<file path="src/rtl/compute_beta_s.sv">
// compute_beta_s
// Backward (beta) state-metric recursion for the 8-state max-log-MAP turbo
// decoder. On an accepted start it reads the stored branch metrics from
// index N-1 down to 0, one per cycle, and emits one normalized set of eight
// beta metrics per cycle, tagged with its trellis index k (N first, 0 last).
//
// Ports
//   clk, rst            clock (rising edge), asynchronous active-high reset
//   start               one-cycle request, honoured only in IDLE with blk_len != 0
//   blk_len, term       block length N and termination flag, sampled with start
//   bm_rd, bm_addr      branch-metric read strobe and address
//   m00..m11            signed branch metrics, valid the cycle after bm_rd
//   beta0..beta7        registered, normalized, saturated state metrics
//   beta_valid,beta_idx betas valid this cycle, and their trellis index
//   busy, done          recursion in progress, one-cycle completion pulse
//
// state | meaning
// IDLE  | waiting for start with a non-zero block length
// RUN   | presenting beta_N .. beta_0, one index per cycle
// DONE  | one-cycle completion pulse, then back to IDLE
module compute_beta_s #(
  parameter int ADDR_W = 13
) (
  input  logic                     clk,
  input  logic                     rst,
  input  logic                     start,
  input  logic [ADDR_W-1:0]        blk_len,
  input  logic                     term,
  output logic                     bm_rd,
  output logic [ADDR_W-1:0]        bm_addr,
  input  logic signed [15:0]       m00,
  input  logic signed [15:0]       m01,
  input  logic signed [15:0]       m10,
  input  logic signed [15:0]       m11,
  output logic signed [15:0]       beta0,
  output logic signed [15:0]       beta1,
  output logic signed [15:0]       beta2,
  output logic signed [15:0]       beta3,
  output logic signed [15:0]       beta4,
  output logic signed [15:0]       beta5,
  output logic signed [15:0]       beta6,
  output logic signed [15:0]       beta7,
  output logic                     beta_valid,
  output logic [ADDR_W-1:0]        beta_idx,
  output logic                     busy,
  output logic                     done
);

  typedef enum logic [1:0] {IDLE, RUN, DONE} state_t;

  localparam logic [ADDR_W-1:0] ONE = ADDR_W'(1);
  localparam logic signed [15:0] NEG_HALF_MAX = -16'sd32767;

  state_t                  state_q, state_d;
  logic [ADDR_W-1:0]       rd_left_q, rd_left_d;   // reads still to issue after the current cycle
  logic [ADDR_W-1:0]       idx_q, idx_d;
  logic signed [15:0]      beta_q [8];
  logic signed [15:0]      beta_d [8];

  logic signed [16:0]      sum_a [8];
  logic signed [16:0]      sum_b [8];
  logic signed [16:0]      raw [8];
  logic signed [17:0]      diff [8];
  logic signed [15:0]      beta_rec [8];
  logic                    accept;

  function automatic logic signed [16:0] sx17(input logic signed [15:0] v);
    return {v[15], v};
  endfunction

  function automatic logic signed [17:0] sx18(input logic signed [16:0] v);
    return {v[16], v};
  endfunction

  function automatic logic signed [15:0] sat16(input logic signed [17:0] v);
    if (v > 18'sd32767)
      return 16'sh7fff;
    else if (v < -18'sd32768)
      return 16'sh8000;
    else
      return v[15:0];
  endfunction

  // One trellis step: add-compare-select, then normalize against raw beta0.
  always_comb begin
    sum_a[0] = sx17(beta_q[0]) + sx17(m00);  sum_b[0] = sx17(beta_q[4]) + sx17(m11);
    sum_a[1] = sx17(beta_q[0]) + sx17(m11);  sum_b[1] = sx17(beta_q[4]) + sx17(m00);
    sum_a[2] = sx17(beta_q[1]) + sx17(m10);  sum_b[2] = sx17(beta_q[5]) + sx17(m01);
    sum_a[3] = sx17(beta_q[1]) + sx17(m01);  sum_b[3] = sx17(beta_q[5]) + sx17(m10);
    sum_a[4] = sx17(beta_q[2]) + sx17(m01);  sum_b[4] = sx17(beta_q[6]) + sx17(m10);
    sum_a[5] = sx17(beta_q[2]) + sx17(m10);  sum_b[5] = sx17(beta_q[6]) + sx17(m01);
    sum_a[6] = sx17(beta_q[3]) + sx17(m11);  sum_b[6] = sx17(beta_q[7]) + sx17(m00);
    sum_a[7] = sx17(beta_q[3]) + sx17(m00);  sum_b[7] = sx17(beta_q[7]) + sx17(m11);
    for (int i = 0; i < 8; i++) begin
      raw[i] = (sum_a[i] >= sum_b[i]) ? sum_a[i] : sum_b[i];
    end
    for (int i = 0; i < 8; i++) begin
      diff[i]     = sx18(raw[i]) - sx18(raw[0]);
      beta_rec[i] = sat16(diff[i]);
    end
  end

  assign accept = start && (blk_len != '0);

  always_comb begin
    state_d   = state_q;
    rd_left_d = rd_left_q;
    idx_d     = idx_q;
    for (int i = 0; i < 8; i++) beta_d[i] = beta_q[i];
    bm_rd     = 1'b0;
    bm_addr   = '0;
    case (state_q)
      IDLE: begin
        if (accept) begin
          // First read goes out in the start cycle so metric N-1 lines up
          // with the first recursion step.
          bm_rd     = 1'b1;
          bm_addr   = blk_len - ONE;
          rd_left_d = blk_len - ONE;
          idx_d     = blk_len;
          beta_d[0] = '0;
          for (int i = 1; i < 8; i++) beta_d[i] = term ? NEG_HALF_MAX : 16'sd0;
          state_d   = RUN;
        end
      end
      RUN: begin
        if (rd_left_q != '0) begin
          bm_rd     = 1'b1;
          bm_addr   = rd_left_q - ONE;
          rd_left_d = rd_left_q - ONE;
        end
        if (idx_q == '0) begin
          state_d = DONE;
        end else begin
          idx_d = idx_q - ONE;
          for (int i = 0; i < 8; i++) beta_d[i] = beta_rec[i];
        end
      end
      DONE: state_d = IDLE;
      default: state_d = IDLE;
    endcase
  end

  always_ff @(posedge clk or posedge rst) begin
    if (rst) begin
      state_q   <= IDLE;
      rd_left_q <= '0;
      idx_q     <= '0;
      for (int i = 0; i < 8; i++) beta_q[i] <= '0;
    end else begin
      state_q   <= state_d;
      rd_left_q <= rd_left_d;
      idx_q     <= idx_d;
      for (int i = 0; i < 8; i++) beta_q[i] <= beta_d[i];
    end
  end

  assign beta0      = beta_q[0];
  assign beta1      = beta_q[1];
  assign beta2      = beta_q[2];
  assign beta3      = beta_q[3];
  assign beta4      = beta_q[4];
  assign beta5      = beta_q[5];
  assign beta6      = beta_q[6];
  assign beta7      = beta_q[7];
  assign beta_idx   = idx_q;
  assign beta_valid = (state_q == RUN);
  assign busy       = (state_q == RUN);
  assign done       = (state_q == DONE);

endmodule

</file>
<file path="config.mk">
export PLATFORM = sky130hd
export DESIGN_NAME = compute_beta_s
export DESIGN_NICKNAME = d
export VERILOG_FILES = /design/src/rtl/compute_beta_s.sv
export SDC_FILE = /design/constraint.sdc
export NUM_CORES = 1
export LEC_CHECK = 0
export ABC_CLOCK_PERIOD_IN_PS = 17500
export BUFFER_PORTS_ARGS = -buffer_cell sky130_fd_sc_hd__buf_2
export CORE_MARGIN = 2
export CORE_UTILIZATION = 55
export DETAILED_ROUTE_END_ITERATION = 8
export PLACE_DENSITY_LB_ADDON = 0.3
export SYNTH_ARGS = -nofsm -noshare
export SYNTH_HDL_FRONTEND = slang
export SYNTH_SLANG_ARGS = --single-unit
</file>
<file path="constraint.sdc">
create_clock -name clk -period 17.5 [get_ports clk]
set_input_delay 2.625 -clock clk [delete_from_list [all_inputs] [get_ports clk]]
set_output_delay 2.625 -clock clk [all_outputs]
set_load 0.02 [all_outputs]
</file>
==> impl_metrics.csv, run 1 <==
group,metric,value,unit
clock_network,ctsHoldBuffers,0,
layout,post-route-util,0.601,
clock_network,htree_num_levels,4,
sta,drv_slew,0,
layout,seq_area,0.00350,mm2
synthesis,async_flop_share,1.00,
clock_network,clkLatencyLatePin,0.47,ns
critical_path,crit_fanout,18,
layout,drive_above_1_share,0.120,
global_route,grt_pass1_vias,24509,
global_route,grt_usage,0.346,
placed_design,place.gp.congestion,0.954,
synthesis,synth-seq-cells,140,
synthesis,ys_warn_count,0,
clock_network,clk_path_buf_depth,2,
clock_network,cts.sinks,140,
route,wire_per_inst,21.7,um
sta,tightestPinTransition,1.30,ns
route,via_per_inst,6.37,
route,drtIter0Drc,1847,
sta,relSlewSlack,0.136,
critical_path,path_depth,32,
route,vias,25739,
floorplanning,core-area,0.0475,mm2
clock_network,cts-root-buf,"clkbuf_16",
critical_path,reg2reg_depth,31,
floorplanning,die_w,223,um
sta,rsz0062_at_grt,"no",
layout,finalInstanceArea,0.0286,mm2
critical_path,critical_path_class,"in2reg",
route,drc_errors,0,
global_route,grt_max_degree,103,
floorplanning,fp.dieH,223,um
synthesis,synth_cell_types,107,
clock_network,cts_resized,0,
layout,finalNetCount,3986,
sta,skew,0.0140,ns
route,drtPass1Iterations,6,
run_status,status,"completed",
global_route,gr-total-overflow,0,
floorplanning,start_util,0.555,
clock_network,cts-buffers-inserted,17,
layout,multiInputGateArea,0.0215,mm2
critical_path,path_buf_inv,1,
critical_path,cp-startpoint,"m10[1]",
flow_run,cap_viol_max_count,0,
floorplanning,rows,80,
route,wirelength,87.7,mm
critical_path,crit_path_end,"beta2[12]",
critical_path,slowest_delay,0.87,ns
layout,fill_cells,4362,
critical_path,path_delay_family,"compound AO/OA/AOI/OAI gates",
layout,final_cell_mix,"472 x ha_1, 255 x inv_1, 232 x a21oi_1, 222 x buf_2, 213 x nor2_1",
critical_path,critPathCaptureType,"flop",
layout,area_growth,8.29,%
placed_design,port_buffers,222,
sta,tns,0,ns
hold_path,hp-class,"reg2reg",
critical_path,worst_path_max_delay_cell,"o22ai_2",
critical_path,startpoint_type,"input port",
synthesis,synth_edf_count,0,
synthesis,yosysSeqAreaShare,0.133,
floorplanning,die-area,0.0498,mm2
synthesis,synth_cells,3236,
synthesis,avgSynthCellArea,8.16,um2
global_route,antenna_found_initial,0,
clock_network,cts_tree,"built",
synthesis,syn_area,0.0264,mm2
sta,setup_viol,0,
placed_design,dpl.hpwl,71.9,mm
floorplanning,ios,239,
critical_path,r2r_slack,7.99,ns
critical_path,cp.required,17.80,ns
sta,fin_crit,11.27,ns
synthesis,synthFlopType,"dfrtp_1",
sta,post-route-period-util,0.644,
sta,hold_viol,0,
layout,final_common_cell,"ha_1",
clock_network,clkTransAtPathRegs,0.07,ns
sta,fmax,88.7,MHz
critical_path,rr_startpoint,"beta1[0]",
route,ant_nets,0,
global_route,grt_pass1_wl,134,mm
clock_network,post-cts-setup-buffers,0,
placed_design,place_area,0.0280,mm2
critical_path,cp.arrival,11.57,ns
critical_path,timing.rr.end,"beta2[12]",
-- synthesized netlist by cell type (all sizes together) (26+ instances only) --
master  number  area (um2)
or3         37         236
a21oi      234        1180
xnor2      182        1600
o21ai      173         873
nor3        80         410
nand3       49         245
o21a        56         420
clkbuf      56         210
a21o        99         743
dfrtp      140        3500
o31ai       26         205
nor2b       71         444
mux2i       88         881
nand2b      53         334
mux2        63         713
a211oi      31         255
nand2      193         724
nor2       217         822
o211ai      54         415
buf         45         317
o21bai      36         270
a221o       55         551
xor2        97         850
ha         472        5910
inv        256         961
-- final cells by class --
cell class              count  share of cell area
multi-input cells        2754               0.751
flip-flops and latches    140               0.123
diodes                      1           0.0000875
well taps                 615              0.0269
clock inverters            14             0.00599
inverters                 256              0.0338
repair buffers            243              0.0444
clock buffers              17              0.0149
-- flip-flops by register name, summed over array words and instances (netlist names) --
register	flops
beta1	16
state_q	2
beta5	16
rd_left_q	13
beta2	16
beta7	16
beta3	16
beta4	16
beta_idx	13
beta6	16
-- worst min path at each step --
stage	start	to	cells after the start
final	rd_left_q[12]	rd_left_q[12]	1
after global routing	rd_left_q[9]	rd_left_q[9]	1
after CTS	rd_left_q[12]	rd_left_q[12]	1
after detailed placement	rd_left_q[12]	rd_left_q[12]	1
after global placement	rd_left_q[12]	rd_left_q[12]	1
after floorplan	rd_left_q[12]	rd_left_q[12]	1
-- through the flow --
| step | setup slack, ns | instances | hold WS (ns) |
|---|---|---|---|
| after floorplan | 8.40 | 3251 | 0.473 |
| after global placement | 6.00 | 4008 | 0.492 |
| after detailed placement | 5.87 | 4008 | 0.509 |
| after CTS | 6.28 | 4039 | 0.523 |
| after global routing | 5.59 | 4039 | 0.549 |
| final | 6.23 | 4040 | 0.526 |
-- per-layer routing --
| layer | routed length (um) | vias up | track usage |
|---|---|---|---|
| met4 | 4180 | 0 | 0.160 |
| li1 | - | 12304 | - |
| met2 | 41600 | 935 | 0.601 |
| met1 | 36400 | 12299 | 0.428 |
| met5 | 0 | - | 0 |
| met3 | 5570 | 201 | 0.0395 |
-- cell families after synthesis --
group                      after synthesis  synth area share
xor gates and xnor gates               279            0.0928
AOI/OAI and AO/OA                      998             0.265
and+or+nand+nor                        812             0.151
DFF                                    140             0.133
other                                    1          0.000142
muxes                                  151            0.0604
buffers and inverters                  357            0.0563
adders and majority gates              498             0.241
-- worst reg2reg max path: cells and delay by family (launching register included) --
| family | cells | cell delay [ns] |
|---|---|---|
| compound gates | 20 | 6.64 |
| mux | 1 | 0.30 |
| fa+ha+maj | 4 | 1.00 |
| flops | 1 | 0.54 |
| xor+xnor | 2 | 0.35 |
| simple gates | 4 | 0.51 |
Power of run 1 is not shown: default switching activity piles up to over one toggle a cycle in this logic, so the estimate is an artifact.
==> inputs of run 2 (changes only) <==
Settings changed: ABC_CLOCK_PERIOD_IN_PS 17500 to 9900.
Clock period 17.5 ns to 9.9 ns, I/O delays scaled along.
==> run 2 against run 1 <==
Sequential share of layout area about the same. Critical endpoint is now beta2[8]. Final area up 0.37%. Final cell count up 0.37%. Setup slack worse by 5.8 ns. Via count up 0.92%. Die area unchanged. Clock-buffer cell count up 1. Critical path depth down 1. Register-to-register slack worse by 6.9 ns. Routed wire length up 3.9%. Clock skew up 0.0053 ns. Highest routed layer unchanged.
==> impl_metrics.csv, run 2 (same netlist as run 1, synthesis figures left out) <==
group,metric,value,unit
sta,setup_viol,0,
sta,fmax,106,MHz
global_route,grt_pass1_vias,24561,
run_status,status,"completed",
placed_design,dpl.hpwl,74.0,mm
route,drc_errors,0,
critical_path,cp.arrival,9.83,ns
sta,tns,0,ns
sta,relSlewSlack,0.198,
critical_path,cp-startpoint,"m10[1]",
layout,post-route-util,0.604,
clock_network,htree_num_levels,4,
critical_path,worst_path_max_delay_cell,"o22ai_2",
critical_path,rr_startpoint,"beta1[1]",
critical_path,cp.required,10.28,ns
clock_network,cts-root-buf,"clkbuf_16",
floorplanning,core-area,0.0475,mm2
clock_network,cts.sinks,140,
clock_network,cts_tree,"built",
clock_network,cts-buffers-inserted,17,
hold_path,hp-class,"reg2reg",
floorplanning,fp.dieH,223,um
global_route,use_met2,0.593,
floorplanning,die_w,223,um
route,via_per_inst,6.41,
route,drtIter0Drc,2307,
critical_path,reg2reg_depth,30,
floorplanning,start_util,0.555,
floorplanning,die-area,0.0498,mm2
flow_run,cap_viol_max_count,0,
global_route,busiest_layer,"met2",
layout,finalNetCount,4000,
sta,rsz0062_at_grt,"no",
sta,drv_slew,0,
route,wire_per_inst,22.5,um
route,vias,25975,
critical_path,startpoint_type,"input port",
clock_network,clkTransAtPathRegs,0.07,ns
hold_path,hold_depth,1,
clock_network,clkLatencyLatePin,0.48,ns
layout,drive_above_1_share,0.125,
sta,skew,0.0193,ns
global_route,gr-total-overflow,0,
route,wirelength,91.1,mm
global_route,antenna_found_initial,1,
sta,fin_crit,9.45,ns
route,ant_nets,0,
clock_network,post-cts-setup-buffers,0,
layout,final_cell_mix,"472 x ha_1, 255 x inv_1, 232 x a21oi_1, 222 x buf_2, 213 x nor2_1",
global_route,grt_usage,0.361,
floorplanning,rows,80,
critical_path,slowest_delay,0.71,ns
critical_path,crit_fanout,15,
clock_network,cts_resized,0,
layout,final_common_cell,"ha_1",
global_route,use_met3,0.0523,
layout,fill_cells,4343,
global_route,grt_pass1_wl,138,mm
critical_path,critical_path_class,"in2reg",
sta,post-route-period-util,0.955,
clock_network,clk_path_buf_depth,2,
route,drtPass1Iterations,8,
hold_path,hold_path_startpoint,"rd_left_q[12]",
global_route,use_met1,0.447,
layout,area_growth,8.69,%
floorplanning,ios,239,
critical_path,crit_top_cell,"o21ai_0",
clock_network,ctsHoldBuffers,0,
sta,hold_viol,0,
global_route,grt_max_degree,79,
placed_design,place.gp.congestion,1.03,
critical_path,critPathCaptureType,"flop",
sta,tightestPinTransition,1.20,ns
placed_design,port_buffers,222,
critical_path,r2r_slack,1.08,ns
## run 2: cell types whose count changed in the layout (fill, tap and decap cells not counted)
cell / delta
mux2i_2: +2
inv_6: +1
buf_4: +13
buf_12: +1
clkbuf_8: +1
clkinvlp_4: -4
bufinv_16: -2
clkinv_4: +3
inv_8: +2
mux2i_1: -2
## run 2: through the flow
stage	instance area, um2	hold WS, ns	cells	worst slack (ns)
after global placement	28100	0.499	4022	0.167
after CTS	28700	0.523	4054	0.576
final	28700	0.522	4055	0.450
after global routing	28700	0.531	4055	0.0643
after floorplan	26500	0.473	3251	1.94
after detailed placement	28100	0.506	4022	0.122
## run 2: area by class of cell
type | instances | area [um2] | area share
multi-input cells | 2754 | 21500 | 0.749
flip-flops and latches | 140 | 3500 | 0.122
repair buffers | 257 | 1390 | 0.0483
inverters | 256 | 966 | 0.0337
well taps | 615 | 769 | 0.0268
clock buffers | 18 | 439 | 0.0153
clock inverters | 14 | 139 | 0.00484
diodes | 1 | 2.50 | 0.0000872
## run 2: worst max-delay path: cells and delay by family
kind / cells / cell delay, ns
buffers and inverters: 1 / 0.14
multiplexers: 1 / 0.43
XOR/XNOR: 2 / 0.43
AO/OA/AOI/OAI: 19 / 4.99
adder cells (fa/ha/maj): 3 / 1.04
AND/OR/NAND/NOR: 5 / 1.28
## run 2: worst paths after layout
kind,end
min in group asynchronous,beta_idx[3]
max in group asynchronous,beta6[3]
setup / recovery,beta2[8]
setup reg to reg,beta2[8]
hold / removal,rd_left_q[12]
hold reg to reg,rd_left_q[12]
## run 2: per-layer routing
metal  wire length (um)  part of all wire
met5                  0                 0
met4               5870             0.064
met3               7300             0.080
met2              41500              0.46
met1              36400              0.40
Power of run 2 is left out for the same reason.
